$ cat config.mk
export PLATFORM = sky130hd
export DESIGN_NAME = cpu_icache
export DESIGN_NICKNAME = d
export VERILOG_FILES = /design/src/rtl/cpu_icache_pkg.sv /design/src/rtl/cpu_icache_array.sv /design/src/rtl/cpu_icache.sv
export SDC_FILE = /design/constraint.sdc
export NUM_CORES = 2
export LEC_CHECK = 0
export CAP_MARGIN = 15
export CORE_UTILIZATION = 55
export DETAILED_ROUTE_END_ITERATION = 7
export PLACE_DENSITY = 0.71
export RECOVER_POWER = 50
export SLEW_MARGIN = 20
export SYNTH_ARGS = -nofsm -noshare
export SYNTH_HDL_FRONTEND = slang
export SYNTH_HIERARCHICAL = 1
export SYNTH_SLANG_ARGS = --single-unit
$ cat constraint.sdc
create_clock -name clk -period 6 [get_ports clk]
set_input_delay 1.2 -clock clk [delete_from_list [all_inputs] [get_ports clk]]
set_output_delay 1.2 -clock clk [all_outputs]
set_load 0.05 [all_outputs]
$ cat src/rtl/cpu_icache_pkg.sv
// Shared types and FSM encodings for the direct-mapped instruction cache.
package cpu_icache_pkg;
  typedef logic [31:0] word_t;
  typedef logic [31:0] addr_t;
  typedef logic [7:0]  byte_t;

  localparam logic [0:0] ST_IDLE   = 1'b0;
  localparam logic [0:0] ST_REFILL = 1'b1;
endpackage

$ cat src/rtl/cpu_icache_array.sv
// Valid/tag/data storage: two combinational read ports, one write port, bulk invalidate.
module cpu_icache_array
  import cpu_icache_pkg::*;
#(
  parameter int LINES = 64,
  parameter int TAG_W = 24,
  localparam int IDX_W = $clog2(LINES)
) (
  input  logic             clk,
  input  logic             rst,
  input  logic             flush_i,
  input  logic             we_i,
  input  logic             wvalid_i,
  input  logic [IDX_W-1:0] widx_i,
  input  logic [TAG_W-1:0] wtag_i,
  input  word_t            wdata_i,
  input  logic [IDX_W-1:0] ridx_a_i,
  output logic             rvalid_a_o,
  output logic [TAG_W-1:0] rtag_a_o,
  output word_t            rdata_a_o,
  input  logic [IDX_W-1:0] ridx_b_i,
  output logic             rvalid_b_o,
  output logic [TAG_W-1:0] rtag_b_o,
  output word_t            rdata_b_o
);
  logic [LINES-1:0] valid_q;
  logic [TAG_W-1:0] tag_q  [LINES];
  word_t            data_q [LINES];

  // A write in the same cycle as a bulk invalidate carries wvalid_i=0, so flush wins.
  always_ff @(posedge clk) begin
    if (!rst) begin
      valid_q <= '0;
    end else begin
      if (flush_i) valid_q <= '0;
      if (we_i) valid_q[widx_i] <= wvalid_i;
    end
  end

  always_ff @(posedge clk) begin
    if (we_i) begin
      tag_q[widx_i]  <= wtag_i;
      data_q[widx_i] <= wdata_i;
    end
  end

  assign rvalid_a_o = valid_q[ridx_a_i];
  assign rtag_a_o   = tag_q[ridx_a_i];
  assign rdata_a_o  = data_q[ridx_a_i];
  assign rvalid_b_o = valid_q[ridx_b_i];
  assign rtag_b_o   = tag_q[ridx_b_i];
  assign rdata_b_o  = data_q[ridx_b_i];
endmodule

$ cat src/rtl/cpu_icache.sv
// Direct-mapped one-word-per-line I-cache with a refilling port x and a lookup-only port y.
module cpu_icache
  import cpu_icache_pkg::*;
#(
  parameter int LINES = 64,
  parameter int TAG_W = 32 - 2 - $clog2(LINES)
) (
  input  logic  clk,
  input  logic  rst,
  input  logic  rdy,
  input  logic  en_rx,
  input  addr_t pcx,
  input  logic  en_ry,
  input  addr_t pcy,
  input  logic  flush,
  output logic  hitx,
  output logic  hity,
  output word_t instx,
  output word_t insty,
  output logic  mem_req,
  output addr_t mem_addr,
  input  logic  mem_valid,
  input  byte_t mem_byte
);
  localparam int IDX_W = $clog2(LINES);

  logic [0:0]       state_q, state_d;
  logic [1:0]       cnt_q, cnt_d;
  addr_t            addr_q, addr_d;
  logic             flushed_q, flushed_d;
  logic [23:0]      buf_q, buf_d;
  logic             we, wvalid;
  logic             vx, vy;
  logic [TAG_W-1:0] tx, ty;

  cpu_icache_array #(.LINES(LINES), .TAG_W(TAG_W)) u_array (
    .clk        (clk),
    .rst        (rst),
    .flush_i    (flush && rdy),
    .we_i       (we),
    .wvalid_i   (wvalid),
    .widx_i     (addr_q[2 +: IDX_W]),
    .wtag_i     (addr_q[2+IDX_W +: TAG_W]),
    .wdata_i    ({buf_q, mem_byte}),
    .ridx_a_i   (pcx[2 +: IDX_W]),
    .rvalid_a_o (vx),
    .rtag_a_o   (tx),
    .rdata_a_o  (instx),
    .ridx_b_i   (pcy[2 +: IDX_W]),
    .rvalid_b_o (vy),
    .rtag_b_o   (ty),
    .rdata_b_o  (insty)
  );

  assign hitx     = en_rx && vx && (tx == pcx[2+IDX_W +: TAG_W]);
  assign hity     = en_ry && vy && (ty == pcy[2+IDX_W +: TAG_W]);
  assign mem_req  = (state_q == ST_REFILL);
  assign mem_addr = addr_q;

  logic unused_pc_bits;
  assign unused_pc_bits = ^{pcx[1:0], pcy[1:0]};

  always_comb begin
    state_d   = state_q;
    cnt_d     = cnt_q;
    addr_d    = addr_q;
    flushed_d = flushed_q;
    buf_d     = buf_q;
    we        = 1'b0;
    wvalid    = 1'b0;
    if (rdy) begin
      case (state_q)
        ST_IDLE: begin
          if (en_rx && !hitx && !flush) begin
            state_d   = ST_REFILL;
            addr_d    = pcx;
            cnt_d     = '0;
            flushed_d = 1'b0;
          end
        end
        default: begin
          // A flush seen at any point of the refill keeps the finished line invalid.
          if (flush) flushed_d = 1'b1;
          if (mem_valid) begin
            cnt_d = cnt_q + 2'd1;
            case (cnt_q)
              2'd0: buf_d[23:16] = mem_byte;
              2'd1: buf_d[15:8]  = mem_byte;
              2'd2: buf_d[7:0]   = mem_byte;
              default: begin
                we      = 1'b1;
                wvalid  = !(flushed_q || flush);
                state_d = ST_IDLE;
              end
            endcase
          end
        end
      endcase
    end
  end

  always_ff @(posedge clk) begin
    if (!rst) begin
      state_q   <= ST_IDLE;
      cnt_q     <= '0;
      addr_q    <= '0;
      flushed_q <= 1'b0;
    end else begin
      state_q   <= state_d;
      cnt_q     <= cnt_d;
      addr_q    <= addr_d;
      flushed_q <= flushed_d;
    end
  end

  always_ff @(posedge clk) begin
    buf_q <= buf_d;
  end
endmodule

# --- After elaboration in Yosys (flattened, before gate mapping) ---
# Memory sizes are Yosys's and may differ from the RTL's.
# Cells that the tools add are included.
word_totals:
  register_bits: 124
  mem_bits_rw: 3584
  memories: 2
memory_table:
  columns: ["memory", "depth", "word_bits", "read_ports", "rd_clocked_by_memory_dff", "wr", "line", "text"]
  rows:
  - ["u_array.data_q", 64, 32, 2, 0, 1, "cpu_icache_array.sv:28", "word_t data_q [LINES];"]
  - ["u_array.tag_q", 64, 24, 2, 0, 1, "cpu_icache_array.sv:27", "logic [TAG_W-1:0] tag_q [LINES];"]
classes:
  n_addsub: 1
  n_lt_le_gt_ge: 4
  eq_ne: 6
  n_mux: 30
  n_bitwise: 1
  reduce_logical: 21
ops:
  columns: ["cell", "n"]
  rows:
  - ["64-bit 2-to-1 mux", 3]
  - ["64-bit bitwise mux", 1]
  - ["24-bit equality test", 2]
  - ["6-bit by 7-bit < comparator with 1-bit output (second input constant)", 3]
  - ["1-bit 2-to-1 mux", 20]
  - ["1-bit binary-select mux with 6-bit select", 2]
  - ["4-bit AND reduction", 3]
  - ["3-bit AND reduction", 3]
  - ["1-bit logical AND", 8]
  - ["1-bit demux with 6-bit select", 1]
  - ["6-bit by 1-bit >= comparator with 1-bit output (second input constant)", 1]
  - ["2-bit 2-to-1 mux", 3]
  - ["2-bit != test (second input constant)", 2]
  - ["1-bit zero test", 3]
  - ["3-bit OR reduction", 1]
  - ["2-bit by 1-bit adder with 2-bit output (second input constant)", 1]
  - ["2-bit by 1-bit equality test with 1-bit output (second input constant)", 1]
  - ["2-bit equality test (second input constant)", 1]
  - ["2-bit zero test", 1]
  - ["2-bit nonzero test", 1]
  - ["1-bit logical OR", 1]
  - ["1-bit NOT", 1]

# --- Longest topological paths before layout ---
depth:
  ltp_word: 9
  ltp_mapped: 17

# --- By module ---
# Netlist, hierarchy kept.
by_module_without_submodules:
  columns: ["mod", "instances", "cells_each", "area_each_um2", "seq_area_each_um2"]
  rows:
  - ["cpu_icache_array", 1, 7926, 168893.2, 108904.4]
  - ["cpu_icache", 1, 264, 2846.5, 1441.4]

# --- Worst setup path after synthesis ---
# Ideal clock, no wire load.
synth_timing:
  path_type: "in2out"
  startpoint: "in pcy[2]"
  endpoint: "out hity"
  arrival_ns: 5.162
  required_ns: 4.800
  path_slack_ns: -0.362
  stages: 14
  path_buffers: 5
  path_cell_list: "buf_2 buf_4 buf_4 buf_4 buf_2 mux4_2 a22oi_1 nand2_1 a21oi_1 a21oi_1 xor2_1 nor4_1 nand4_1 nor4_1"
synth_rtl:
  columns: ["item", "line", "text"]
  rows:
  - ["start, declared", "cpu_icache.sv:14", "input addr_t pcy,"]
  - ["memory read 64 x 24 bit", null, null]
  - ["net ty[12]", "cpu_icache.sv:34", "logic [TAG_W-1:0] tx, ty;"]
  - ["24-bit equality test", "cpu_icache.sv:56", "assign hity = en_ry && vy && (ty == pcy[2+IDX_W +: TAG_W]);"]
  - ["1-bit logical AND", "cpu_icache.sv:56", null]
  - ["end, declared", "cpu_icache.sv:17", "output logic hity,"]
# The timed path passes the listed nets, and every way through them passes these cells. The select of a mux whose other input is x is not followed.

# --- Worst setup path after layout ---
layout_timing:
  startpoint: "in pcy[6]"
  endpoint: "out hity"
# The elaborated chain is that of the path after synthesis.

==> impl_metrics.tcl <==
set metrics [dict create \
    power_frac_comb_pct 8.8 \
    p_sw_share_pct 23.1 \
    cp_max_fo 27 \
    r2r_setup_slack_ps 440 \
    grt_usage_pct 36.6 \
    wl_um 574000 \
    synth_warnings 6 \
    globalRouteOverflowTotal 0 \
    min_path_type "reg2reg" \
    ant_nets 0 \
    whs_path_depth 2 \
    crit_type "in2out" \
    die_height_um 561 \
    fin_ws_ps -189 \
    cts_buffers 380 \
    cellPowerDensity_mw_per_mm2 290 \
    dp.cells 12451 \
    cp_data_arrival_time_ps 4990 \
    wl_per_cell_um 43.4 \
    setup_viol 2 \
    status "complete, but fails checks" \
    vias 100429 \
    end_kind "primary output" \
    cp-start-kind "primary input" \
    power.leakage_nw 61.8 \
    hpwlAfterDp_um 330000 \
    period_share_pct 103 \
    h-tree-depth 5 \
    firstDrtPassIters 8 \
    timing.rr.start "mem_req" \
    hold_viol_final 0 \
    r2r-end "u_array/valid_q[34]" \
    io_pins 178 \
    antenna_found_initial 21 \
    fin_tns_setup_ps -212 \
    avgSynthCellArea_um2 21.0 \
    drive_gt1_share_pct 39.3 \
    synth_edf_count 3608 \
    syn_inst 8190 \
    async_reset_ff_share_pct 0 \
    critPathRequiredTime_ps 4800 \
    fin_nets 8863 \
    stdcell_area_mm2 0.197 \
    critical_path.top_delay_family "simple AND/OR/NAND/NOR gates" \
    first_global_vias 100493 \
    cts_tree "done" \
    layout_commonest_cell "edfxtp_1" \
    synth.cell_area_mm2 0.172 \
    die_w_um 561 \
    ys_seq_area_share_pct 64.3 \
    io_buffers 175 \
    max_slew_margin_pct -156 \
    fmax_mhz 162 \
    syn_nets 8273 \
    tightest_slew_ps 3840 \
    clkPwrFrac_pct 41.8 \
    via_per_inst 7.59 \
    ys.flop_type "edfxtp_1" \
    drtIter0Drc 16819 \
    post-route-min-period_ps 6190 \
    slowest_stage "nor2b_4" \
    cts_buffer_depth 4 \
    vdd_drop_max_uv 279 \
    fin_cells 13228 \
    hold_path_end "mem_addr[0]" \
    cts.sinks 3708 \
    path_buf_inv 4 \
    syn_to_final_growth_pct 14.7 \
    max-cap-violations 60 \
    violations "DRC, capacitance limit, slew limit, setup timing" \
    path_cells "buf_6 -> nor2b_4 -> inv_1 -> o22ai_1 -> a21oi_1 -> xor2_1 -> nor4_1 -> nand4_1 -> nor4_4 -> buf_4 -> buf_12" \
    cpPeakStageDelay_ps 910 \
    start_util_pct 55.5 \
    drc 2 \
    postPlaceCellArea_mm2 0.183 \
    clk-insertion-delay-late_ps 990 \
    ys_ff_latch 3708 \
    gp_congestion 0.874 \
    p_seq_share_pct 49.4 \
    ys_types 56 \
    switching_power_mw 13.2 \
    clock_skew_ps 53.7 \
    r2r_cells 9 \
    clkSlewWorstSetupHoldPaths_ps 60 \
    grt_pass1_wl_um 793000 \
    rows 204 \
    coreArea_mm2 0.310 \
    hold_start "mem_addr[0]" \
    p_int_mw 43.9 \
    grt_max_degree 113 \
    final_max_slew_viol_count 3445 \
    root_buffer "clkbuf_16" \
    die_area_mm2 0.314 \
    most-common-layout-cells "edfxtp_1 (3608), mux4_2 (2015), buf_4 (465)" \
]
==> Yosys cell counts (2+ instances only) <==
library cell | n | area share (%)
a2111oi_0 | 2 | 0.010
a211o_1 | 2 | 0.010
a211oi_1 | 44 | 0.19
a21boi_0 | 57 | 0.25
a21oi_1 | 169 | 0.49
a221oi_1 | 3 | 0.015
a22oi_1 | 239 | 1.0
a31oi_1 | 3 | 0.011
and2_1 | 11 | 0.040
buf_1 | 62 | 0.14
buf_12 | 3 | 0.035
buf_2 | 217 | 0.63
buf_4 | 62 | 0.27
buf_6 | 11 | 0.072
clkbuf_1 | 305 | 0.67
dfxtp_1 | 100 | 1.2
edfxtp_1 | 3608 | 63
ha_1 | 4 | 0.029
inv_1 | 7 | 0.015
mux2_2 | 79 | 0.52
mux2i_1 | 414 | 2.4
mux4_2 | 2015 | 26
nand2_1 | 288 | 0.63
nand2b_1 | 46 | 0.17
nand3_1 | 18 | 0.052
nand3b_1 | 9 | 0.039
nand4_1 | 11 | 0.040
nor2_1 | 105 | 0.23
nor2b_1 | 64 | 0.23
nor3_1 | 7 | 0.020
nor3b_1 | 9 | 0.039
nor4_1 | 5 | 0.018
o211a_1 | 2 | 0.012
o211ai_1 | 44 | 0.19
o21ai_0 | 11 | 0.032
o221ai_1 | 18 | 0.092
o22ai_1 | 9 | 0.033
o31ai_1 | 2 | 0.0087
or2_2 | 5 | 0.018
or3b_2 | 58 | 0.30
xnor2_1 | 33 | 0.17
xor2_1 | 15 | 0.076
==> registers in the layout, indices dropped and copies added, names as in the netlist <==
register / count
buf_q: 24
cnt_q: 2
flushed_q: 1
mem_addr: 32
mem_req: 1
u_array/data_q: 2048
u_array/tag_q: 1536
u_array/valid_q: 64
==> final cells by class <==
type,count,area (um^2)
antenna,17,42.5
clock buffer,459,9920
clock inverter,234,2530
fill,20471,113000
inverter,7,30.0
multi-input combinational,3815,59100
sequential,3708,110000
tap,4120,5150
timing repair buffer,868,9830
==> tightest hold or removal path, stage by stage, from the launching register on <==
cell and delay [ps]:
dfxtp_1 310, nand2_1 50, mux2i_1 50
==> worst max-delay path by stage <==
stage          startpoint  endpoint  slack, ps  cells past startpoint
3_3_place_gp       pcx[2]      hitx       -770                     14
4_1_cts            pcx[2]      hitx        -30                     14
3_5_place_dp       pcx[2]      hitx       -750                     14
2_1_floorplan      pcy[2]      hity        190                     14
6_report           pcy[6]      hity       -190                     11
5_1_grt            pcx[2]      hitx       -0.1                     17
==> cells by family (layout without fill, tap and decap cells) <==
logic type | count (synthesis) | count (layout) | synth area share, %
AO/OA/AOI/OAI | 612 | 612 | 2.43
XOR/XNOR | 48 | 48 | 0.245
adder cells (fa/ha/maj) | 4 | 4 | 0.0291
buffers and inverters | 667 | 1568 | 1.83
flip-flops | 3708 | 3708 | 64.3
multiplexers | 2508 | 2508 | 29.4
other | 0 | 17 | 0
AND/OR/NAND/NOR | 643 | 643 | 1.86
==> power groups by stage <==
stage	clock network, mW	registers [mW]	logic [mW]
2_1_floorplan	0	28.8	2.87
5_1_grt	25.0	28.2	5.16
6_report	23.9	28.2	5.00
3_3_place_gp	0	28.8	4.77
3_5_place_dp	0	28.8	4.80
4_1_cts	24.0	28.2	4.85
==> metal layers <==
metal	up-vias	wire length (um)	GRT usage, %
met2	8552	262000	54.6
met3	1583	86200	11.5
met4	26	31900	17.3
met5	-	165	0
li1	37027	-	-
met1	53241	194000	49.5
==> timing repair <==
action                     CTS  global route
setup buffers               14            45
gates resized for setup     35            75
setup endpoints to repair    3             6
pin swaps                   11            26
cloned                       1             9
hold buffers                 0             0
==> stage by stage <==
| stage | power (mW) | util [%] | hold WS, ps | worst slack (ps) |
|---|---|---|---|---|
| 2_1_floorplan | 31.7 | - | 429 | 193 |
| 6_report | 57.2 | 63.6 | 465 | -189 |
| 3_3_place_gp | 33.5 | 59.2 | 446 | -770 |
| 5_1_grt | 58.4 | 63.6 | 495 | -0.135 |
| 4_1_cts | 57.1 | 63.4 | 465 | -28.4 |
| 3_5_place_dp | 33.6 | 59.2 | 457 | -748 |
No activity file was read; power rests on OpenSTA's default activity.
